==> src/rtl/mem_ctrl_pkg.sv <==
// Shared encodings for the MEM-stage access sequencer: op codes, FSM states,
// byte-enable patterns and the alignment rule.
package mem_ctrl_pkg;

    localparam logic [1:0] MEM_OP_WORD = 2'b00;
    localparam logic [1:0] MEM_OP_HALF = 2'b01;
    localparam logic [1:0] MEM_OP_BYTE = 2'b10;

    localparam logic [1:0] ST_IDLE = 2'd0;
    localparam logic [1:0] ST_REQ  = 2'd1;
    localparam logic [1:0] ST_WAIT = 2'd2;
    localparam logic [1:0] ST_RESP = 2'd3;

    localparam logic [3:0] BYTEEN_NONE = 4'b0000;
    localparam logic [3:0] BYTEEN_WORD = 4'b1111;
    localparam logic [3:0] BYTEEN_HI   = 4'b1100;
    localparam logic [3:0] BYTEEN_LO   = 4'b0011;
    localparam logic [3:0] BYTEEN_B0   = 4'b0001;

    // The reserved op 2'b11 falls into the word case everywhere.
    function automatic logic is_misaligned(input logic [1:0] op, input logic [1:0] addr_lo);
        case (op)
            MEM_OP_HALF: return addr_lo[0];
            MEM_OP_BYTE: return 1'b0;
            default:     return addr_lo != 2'b00;
        endcase
    endfunction

endpackage

==> src/rtl/mem_access_ctrl_load_align.sv <==
// load_align: selects the addressed half/byte lane of a bus read word and
// sign- or zero-extends it; word loads pass through unchanged.
module load_align
    import mem_ctrl_pkg::*;
(
    input  logic [31:0] rdata,
    input  logic [1:0]  addr_lo,
    input  logic [1:0]  op,
    input  logic        uns,
    output logic [31:0] result
);

    logic [15:0] half_lane;
    logic [7:0]  byte_lane;

    assign half_lane = addr_lo[1] ? rdata[31:16] : rdata[15:0];

    always_comb begin
        // NOTE: every branch of a combinational block must assign its outputs;
        // the default up front is what keeps this from inferring a latch.
        byte_lane = rdata[7:0];
        case (addr_lo)
            2'd1:    byte_lane = rdata[15:8];
            2'd2:    byte_lane = rdata[23:16];
            2'd3:    byte_lane = rdata[31:24];
            default: byte_lane = rdata[7:0];
        endcase
    end

    always_comb begin
        result = rdata;
        case (op)
            MEM_OP_HALF: result = {{16{~uns & half_lane[15]}}, half_lane};
            MEM_OP_BYTE: result = {{24{~uns & byte_lane[7]}}, byte_lane};
            default:     result = rdata;
        endcase
    end

endmodule

==> src/rtl/mem_access_ctrl.sv <==
// mem_access_ctrl: MEM-stage load/store sequencer with alignment checks, a
// req/gnt/rvalid bus handshake and a timeout. Optional macro: UNSIGNED_LOAD_EN.
module mem_access_ctrl
    import mem_ctrl_pkg::*;
#(
    parameter int unsigned TIMEOUT_W = 8,
    parameter int unsigned TIMEOUT   = 255
) (
    input  logic        clk,
    input  logic        reset_n,
    input  logic        mem_valid,
    output logic        mem_ready,
    input  logic        mem_we,
    input  logic [1:0]  mem_op,
    input  logic        mem_unsigned,
    input  logic [31:0] mem_addr,
    input  logic [31:0] mem_wdata,
    output logic        resp_valid,
    output logic [31:0] resp_rdata,
    output logic        exc_adel,
    output logic        exc_ades,
    output logic        bus_err,
    output logic        stall,
    output logic        m_data_req,
    input  logic        m_data_gnt,
    input  logic        m_data_rvalid,
    output logic [31:0] m_data_addr,
    output logic [31:0] m_data_wdata,
    output logic [3:0]  m_data_byteen,
    input  logic [31:0] m_data_rdata
);

    localparam logic [TIMEOUT_W-1:0] TIMEOUT_CNT = TIMEOUT_W'(TIMEOUT);

    logic [1:0]           state_q, state_d;
    logic [TIMEOUT_W-1:0] cnt_q, cnt_d;
    logic                 we_q, we_d;
    logic [1:0]           op_q, op_d;
    logic                 uns_q, uns_d;
    logic [31:0]          addr_q, addr_d;
    logic [31:0]          wdata_q, wdata_d;
    logic [31:0]          rdata_q, rdata_d;
    logic                 adel_q, adel_d;
    logic                 ades_q, ades_d;
    logic                 berr_q, berr_d;

    logic                 uns_in;
    logic                 misaligned;
    logic                 timeout;
    logic [31:0]          load_data;
    logic [31:0]          lane_wdata;
    logic [3:0]           lane_byteen;

`ifdef UNSIGNED_LOAD_EN
    assign uns_in = mem_unsigned;
`else
    logic unused_mem_unsigned;
    assign unused_mem_unsigned = mem_unsigned;
    assign uns_in = 1'b0;
`endif

    assign misaligned = is_misaligned(mem_op, mem_addr[1:0]);
    assign timeout    = ((state_q == ST_REQ) || (state_q == ST_WAIT)) && (cnt_q == TIMEOUT_CNT);

    load_align u_load_align (
        .rdata   (m_data_rdata),
        .addr_lo (addr_q[1:0]),
        .op      (op_q),
        .uns     (uns_q),
        .result  (load_data)
    );

    always_comb begin
        lane_byteen = BYTEEN_WORD;
        lane_wdata  = wdata_q;
        case (op_q)
            MEM_OP_HALF: begin
                lane_byteen = addr_q[1] ? BYTEEN_HI : BYTEEN_LO;
                lane_wdata  = {2{wdata_q[15:0]}};
            end
            MEM_OP_BYTE: begin
                lane_byteen = BYTEEN_B0 << addr_q[1:0];
                lane_wdata  = {4{wdata_q[7:0]}};
            end
            default: begin
                lane_byteen = BYTEEN_WORD;
                lane_wdata  = wdata_q;
            end
        endcase
    end

    always_comb begin
        state_d = state_q;
        cnt_d   = '0;
        we_d    = we_q;
        op_d    = op_q;
        uns_d   = uns_q;
        addr_d  = addr_q;
        wdata_d = wdata_q;
        rdata_d = rdata_q;
        adel_d  = adel_q;
        ades_d  = ades_q;
        berr_d  = berr_q;
        case (state_q)
            ST_IDLE: begin
                if (mem_valid) begin
                    we_d    = mem_we;
                    op_d    = mem_op;
                    uns_d   = uns_in;
                    addr_d  = mem_addr;
                    wdata_d = mem_wdata;
                    rdata_d = '0;
                    adel_d  = misaligned & ~mem_we;
                    ades_d  = misaligned & mem_we;
                    berr_d  = 1'b0;
                    state_d = misaligned ? ST_RESP : ST_REQ;
                end
            end
            ST_REQ: begin
                cnt_d = cnt_q + 1'b1;
                if (timeout) begin
                    berr_d  = 1'b1;
                    state_d = ST_RESP;
                end else if (m_data_gnt) begin
                    state_d = we_q ? ST_RESP : ST_WAIT;
                end
            end
            ST_WAIT: begin
                cnt_d = cnt_q + 1'b1;
                if (timeout) begin
                    berr_d  = 1'b1;
                    state_d = ST_RESP;
                end else if (m_data_rvalid) begin
                    rdata_d = load_data;
                    state_d = ST_RESP;
                end
            end
            default: state_d = ST_IDLE;
        endcase
    end

    // NOTE: sequential state uses non-blocking assignments only, so every flop
    // samples the pre-edge value of its peers regardless of statement order.
    always_ff @(posedge clk or negedge reset_n) begin
        if (!reset_n) begin
            state_q <= ST_IDLE;
            cnt_q   <= '0;
            we_q    <= 1'b0;
            op_q    <= MEM_OP_WORD;
            uns_q   <= 1'b0;
            addr_q  <= '0;
            wdata_q <= '0;
            rdata_q <= '0;
            adel_q  <= 1'b0;
            ades_q  <= 1'b0;
            berr_q  <= 1'b0;
        end else begin
            state_q <= state_d;
            cnt_q   <= cnt_d;
            we_q    <= we_d;
            op_q    <= op_d;
            uns_q   <= uns_d;
            addr_q  <= addr_d;
            wdata_q <= wdata_d;
            rdata_q <= rdata_d;
            adel_q  <= adel_d;
            ades_q  <= ades_d;
            berr_q  <= berr_d;
        end
    end

    // Outputs are decoded from state so an async reset clears them at once.
    assign mem_ready     = (state_q == ST_IDLE);
    assign stall         = (state_q != ST_IDLE);
    assign resp_valid    = (state_q == ST_RESP);
    assign resp_rdata    = resp_valid ? rdata_q : '0;
    assign exc_adel      = resp_valid & adel_q;
    assign exc_ades      = resp_valid & ades_q;
    assign bus_err       = resp_valid & berr_q;

    assign m_data_req    = (state_q == ST_REQ) && !timeout;
    assign m_data_addr   = m_data_req ? {addr_q[31:2], 2'b00} : '0;
    assign m_data_wdata  = (m_data_req && we_q) ? lane_wdata : '0;
    assign m_data_byteen = (m_data_req && we_q) ? lane_byteen : BYTEEN_NONE;

endmodule

==> config.mk <==
export PLATFORM = sky130hd
export DESIGN_NAME = mem_access_ctrl
export DESIGN_NICKNAME = d
export VERILOG_FILES = /design/src/rtl/mem_ctrl_pkg.sv /design/src/rtl/mem_access_ctrl_load_align.sv /design/src/rtl/mem_access_ctrl.sv
export SDC_FILE = /design/constraint.sdc
export NUM_CORES = 1
export LEC_CHECK = 0
export CORE_MARGIN = 4
export CORE_UTILIZATION = 50
export CTS_BUF_LIST = sky130_fd_sc_hd__clkbuf_2 sky130_fd_sc_hd__clkbuf_4 sky130_fd_sc_hd__clkbuf_8
export DETAILED_ROUTE_END_ITERATION = 6
export GPL_TIMING_DRIVEN = 0
export PLACE_DENSITY = 0.88
export SYNTH_ARGS = -nofsm -noshare
export SYNTH_HDL_FRONTEND = slang
export SYNTH_SLANG_ARGS = --single-unit
==> constraint.sdc <==
create_clock -name clk -period 5.3 [get_ports clk]
set_clock_uncertainty 0.15 [all_clocks]
set_input_delay 1.06 -clock clk [delete_from_list [all_inputs] [get_ports clk]]
set_output_delay 1.06 -clock clk [all_outputs]
set_load 0.05 [all_outputs]
After elaboration in Yosys (flattened, before gate mapping)
Index checks and enable logic that the tools add are counted.
- add/sub/neg operators: 1
- equality and inequality tests: 17
- shift-type cells: 1
- multiplexer cells: 27
- bitwise operators: 6
- reductions and logical operators: 15
- operators by type and width (operator ; count):
    $mux W32 ; 6
    $pmux W32 S2 ; 3
    $pmux W8 S3 ; 1
    $mux W16 ; 1
    $eq A2 B2 Y1 const B ; 6
    $mux W2 ; 6
    $add A8 B1 Y8 const B ; 1
    $eq A2 B1 Y1 const B ; 4
    $eq A8 B8 Y1 const B ; 1
    $mux W4 ; 2
    $mux W8 ; 1
    $pmux W4 S2 ; 1
    $reduce_bool A2 Y1 ; 4
    $ne A2 B2 Y1 const B ; 3
    $ne A3 B3 Y1 const B ; 2
    $pmux W2 S3 ; 1
    $reduce_and A3 Y1 ; 2
    $and A1 B1 Y1 ; 5
    $pmux W1 S2 ; 2
    $reduce_and A4 Y1 ; 1
    $shl A1 B2 Y4 const A ; 1
    $logic_and A1 B1 Y1 ; 3
    $mux W1 ; 3
    $logic_not A2 Y1 ; 1
    6 further kinds ; 6
- register bits after elaboration: 112
- word-level logic and storage cells: 77

Logic depth before layout (Yosys ltp)
- word-level depth: 7
- depth in mapped cells: 8
- depth with buffers taken out: 6

By module
Synthesis repeated with hierarchy kept, for this count alone.
- cell total of the unflattened synthesis: 579
- area, all modules: 6108.4 µm²
- modules (own cells, without submodules) (module ; times used ; cells each ; area each (µm²) ; sequential area each (µm²)):
    mem_access_ctrl ; 1 ; 469 ; 5410.2 ; 2802.7
    load_align ; 1 ; 110 ; 698.2 ; 0.0

Worst setup path after synthesis
Ideal clock, no wire load.
- path kind: reg2out
- start: reg state_q[0]
- end: out m_data_wdata[10]
- arrival: 2254 ps
- required time: 4090 ps
- setup slack: 1836 ps
- cell stages (with the launch flop): 8
- path through: dfrtp_1 -> inv_1 -> ha_1 -> and4_1 -> a21oi_1 -> buf_2 -> nand2_1 -> a21oi_1
- word-level cells in the longest chain between the ends: 7
- elaborated cells on any way between the ends: 8
- classes of those cells: eq/ne: 2; mux: 1; reduce/logical: 5
- ends and longest elaborated chain (item ; RTL line ; text):
    start, declared ; mem_access_ctrl.sv:35 ; logic [1:0] state_q, state_d;
    start signal, assigned ; mem_access_ctrl.sv:158 ; state_q <= state_d;
    $eq A2 B1 Y1 / $eq A2 B2 Y1 (equally long branches) ; mem_access_ctrl.sv:63, mem_access_ctrl.sv:181 ;
    $logic_or A1 B1 Y1 ; mem_access_ctrl.sv:63 ; assign timeout = ((state_q == ST_REQ) || (state_q == ST_WAIT)) && (cnt_q == TIMEOUT_CNT);
    $logic_and A1 B1 Y1 ; mem_access_ctrl.sv:63 ;
    $logic_not A1 Y1 ; mem_access_ctrl.sv:181 ; assign m_data_req = (state_q == ST_REQ) && !timeout;
    $logic_and A1 B1 Y1 * ; mem_access_ctrl.sv:181 ;
    $logic_and A1 B1 Y1 * ; mem_access_ctrl.sv:183 ; assign m_data_wdata = (m_data_req && we_q) ? lane_wdata : '0;
    $mux W32 * ; mem_access_ctrl.sv:183 ;
    end, declared ; mem_access_ctrl.sv:28 ; output logic [31:0] m_data_wdata,
Every way passes the cells marked *; elsewhere a longest branch is shown, timed or not.

Worst setup path after layout
- start: reg state_q[0]
- end: out m_data_wdata[24]
Same word-level chain as after synthesis.

==> flow_summary.yaml <==
critical_path:
  critPathArrivalTime_ns: 3.48
  rrSetupSlack_ns: 2.95
  critPathRequiredTime_ns: 4.09
  cp_cell_sequence: "inv_1 -> ha_1 -> and4_1 -> a21oi_1 -> buf_2 -> nand2_1 -> a21oi_1 -> clkdlybuf4s50_1"
  crit_fanout: 10
  critPathLaunch: "state_q[0]"
  crit_slowest_cell: "clkdlybuf4s50_1"
  r2r_cells: 7
  crit_path_end: "m_data_wdata[24]"
  start_kind: "register"
  r2r-start: "state_q[0]"
  critPathMaxStageDelay_ns: 0.84
  path_class: "reg -> out"
  critPathMostFrequentCell: "a21oi_1"
  endpoint_kind: "output pin"
  r2r-end: "rdata_q[28]"
timing:
  post-route-min-period_ns: 4.69
  finalCritPeriodShare: 0.885
  hold_violations: 0
  finalSetupViolCount: 0
  worstMarginPinSlew_ns: 0.660
  clock.fmax_mhz: 213
  relSlewSlack: 0.560
  fin_setup_tns_ns: 0
  maxSlewViolCount: 0
  rsz0062_at_grt: "false"
yosys:
  synth_area_leaders: "dfrtp_1 48%, mux2_2 14%, and2_1 8.5%"
  synth.top_cell.area_share: 0.479
  synth_area_per_cell_sq_um: 11.1
  ys_seq_area_frac: 0.479
  synthSimpleGateAreaFrac: 0.151
  synth-edff-count: 0
  synth_warnings: 0
  synth_area_sq_um: 5860
  synth-compound-area-share: 0.156
  synth_top_area_cell: "dfrtp_1"
  synthArstFlopShare: 1.00
  yosys.area_share.adder: 0.0171
  synth_top_family_by_area: "compound AO/OA/AOI/OAI gates"
  synth_common_cells: "112 x dfrtp_1, 80 x and2_1, 74 x mux2_2, 25 x a22o_1, 22 x inv_1"
  ys.flop_type: "dfrtp_1"
  synth-seq-cells: 112
  yosysMostFrequentCell: "dfrtp_1"
  synth.distinct_cells: 47
  netlist_instances: 529
  synth_mux_area_frac: 0.147
  synth-xor-area-share: 0.00598
global_routing:
  grt_pass1_wl_mm: 27.3
  antenna_found_initial: 0
  grt_pass1_vias: 5385
  grt_max_degree: 71
  grtUsageTotal: 0.260
  grt-ovfl-total: 0
route:
  wl_per_cell_microns: 19.5
  m1WireLength_mm: 6.60
  vias: 5126
  routed.top_layer: "met4"
  viasPerCell: 5.71
  route.met3.wl_mm: 1.95
  wl_met2_mm: 8.26
  drc: 0
  dr.pass1.iters: 5
  ant_nets: 0
  totalWireLength_mm: 17.5
  initialDrtViolationCount: 336
die:
  start_util: 0.513
  dieArea_sq_um: 13500
  num_rows: 39
  core_region_area_sq_um: 11400
  die_h_microns: 116
  ioPinCount: 212
  die_w_microns: 116
outcome:
  status: "completed"
clock_network:
  cts_resized: 0
  cts.htree.levels: 3
  hold_buffers: 0
  cts_num_sinks: 112
  root_buffer: "clkbuf_8"
  post_cts_buffers: 0
  ctsLongestPathBuffers: 2
  cts_inserted_buffers: 9
  clk_pin_slew_worst_paths_ns: 0.10
  cts_tree: "built"
  clk_latency_ns: 0.37
final_layout:
  final_util: 0.732
  layoutNonFillerInstCount: 898
  syn_to_final_growth_pct: 42.7
  antennaDiodeCount: 0
  drive_gt1_frac: 0.154
  final_nets: 863
placed_design:
  portBuffers: 208
  gp_congestion: 0.901
  post-place-cells: 882
  hpwl_mm: 13.8
pwr:
  power.switching_w: 0.00213
  p_leak_nw: 3.53
  peakVddDrop_mv: 0.385
  internal-power_w: 0.00259
  p_comb_frac: 0.582
  p_total_w: 0.00472
  p_per_area_nw_per_um2: 564
  swShare: 0.451
  power_frac_seq: 0.305
  pwr-share-clk: 0.113
run:
  cap_violations: 0
hold_path:
  hold_class: "reg -> reg"
-- sequential cells by signal, summed over array words and instances, names as in the netlist --
signal / cells
ades_q: 1
we_q: 1
berr_q: 1
rdata_q: 32
op_q: 2
cnt_q: 8
addr_q: 32
wdata_q: 32
state_q: 2
adel_q: 1
-- power groups by stage --
stage          Clock (W)  Combinational, W  Sequential [W]
6_report        0.000532           0.00275         0.00144
5_1_grt         0.000580           0.00294         0.00148
2_1_floorplan          0           0.00197         0.00136
3_5_place_dp           0           0.00273         0.00145
3_3_place_gp           0           0.00265         0.00143
4_1_cts         0.000541           0.00275         0.00144
-- worst max-delay path: cells and delay by family (launching register included) --
| family | cells | cell delay (ns) |
|---|---|---|
| buffers and inverters | 3 | 1.27 |
| AO/OA/AOI/OAI | 2 | 0.75 |
| flip-flops | 1 | 0.41 |
| AND/OR/NAND/NOR | 2 | 0.35 |
| adder cells (fa/ha/maj) | 1 | 0.33 |
-- layer usage --
layer | global-route usage | vias to the layer above
li1 | - | 2324
met1 | 0.308 | 2487
met2 | 0.426 | 268
met3 | 0.0927 | 47
met4 | 0.122 | 0
met5 | 0 | -
-- kinds of logic (layout without fill, tap and decap cells) --
kind of cell               Yosys count  in the layout
muxes                               76             76
AOI/OAI and AO/OA                  115            115
and+or+nand+nor                    153            153
xor gates and xnor gates             4              4
other                                1              2
DFF                                112            112
adders and majority gates            8              8
buffers and inverters               60            285
-- stage by stage --
step	cell area, sq um	setup WS [ns]	hold WS (ns)
6_report	8360	0.607	0.327
5_1_grt	8360	0.363	0.347
4_1_cts	8360	0.577	0.325
3_5_place_dp	8150	1.01	0.311
3_3_place_gp	8120	-1.13	0.300
2_1_floorplan	5860	1.84	0.281
-- placed cells by master (no fill, tap or decap), drive strengths merged, types with 2 or more instances in the layout --
master and n:
a21oi 21, dfrtp 112, xnor2 3, a22o 25
nand2b 21, buf 20, and2 80, clkbuf 33
clkdlybuf4s50 207, inv 22, nand4 3, ha 8
a221o 8, o31ai 2, a221oi 9, mux2 75
a222oi 7, conb 2, nand2 16, or3 2
o21ai 9, o2bb2ai 15, o2111ai 2, and4 2
a22oi 8, a21o 2, a21boi 3, nor2b 4
nor2 18, nand3 4
-- cell type report --
type / instances / area, sq um
fill: 838 / 3060
sequential: 112 / 2800
multi-input combinational: 358 / 2800
timing repair buffer: 209 / 2110
tap: 143 / 179
clock buffer: 14 / 174
buffer: 37 / 174
inverter: 23 / 86.3
clock inverter: 2 / 37.5
-- worst min-delay path by stage --
stage	end	start	slack [ns]	cells past startpoint
floorplan	cnt_q[0]	cnt_q[0]	0.28	1
global placement	cnt_q[0]	cnt_q[0]	0.30	1
detailed placement	cnt_q[0]	cnt_q[0]	0.31	1
CTS	cnt_q[0]	cnt_q[0]	0.33	1
global route	cnt_q[0]	cnt_q[0]	0.35	1
finish	cnt_q[0]	cnt_q[0]	0.33	1
Power figures use the tool's default switching activity.
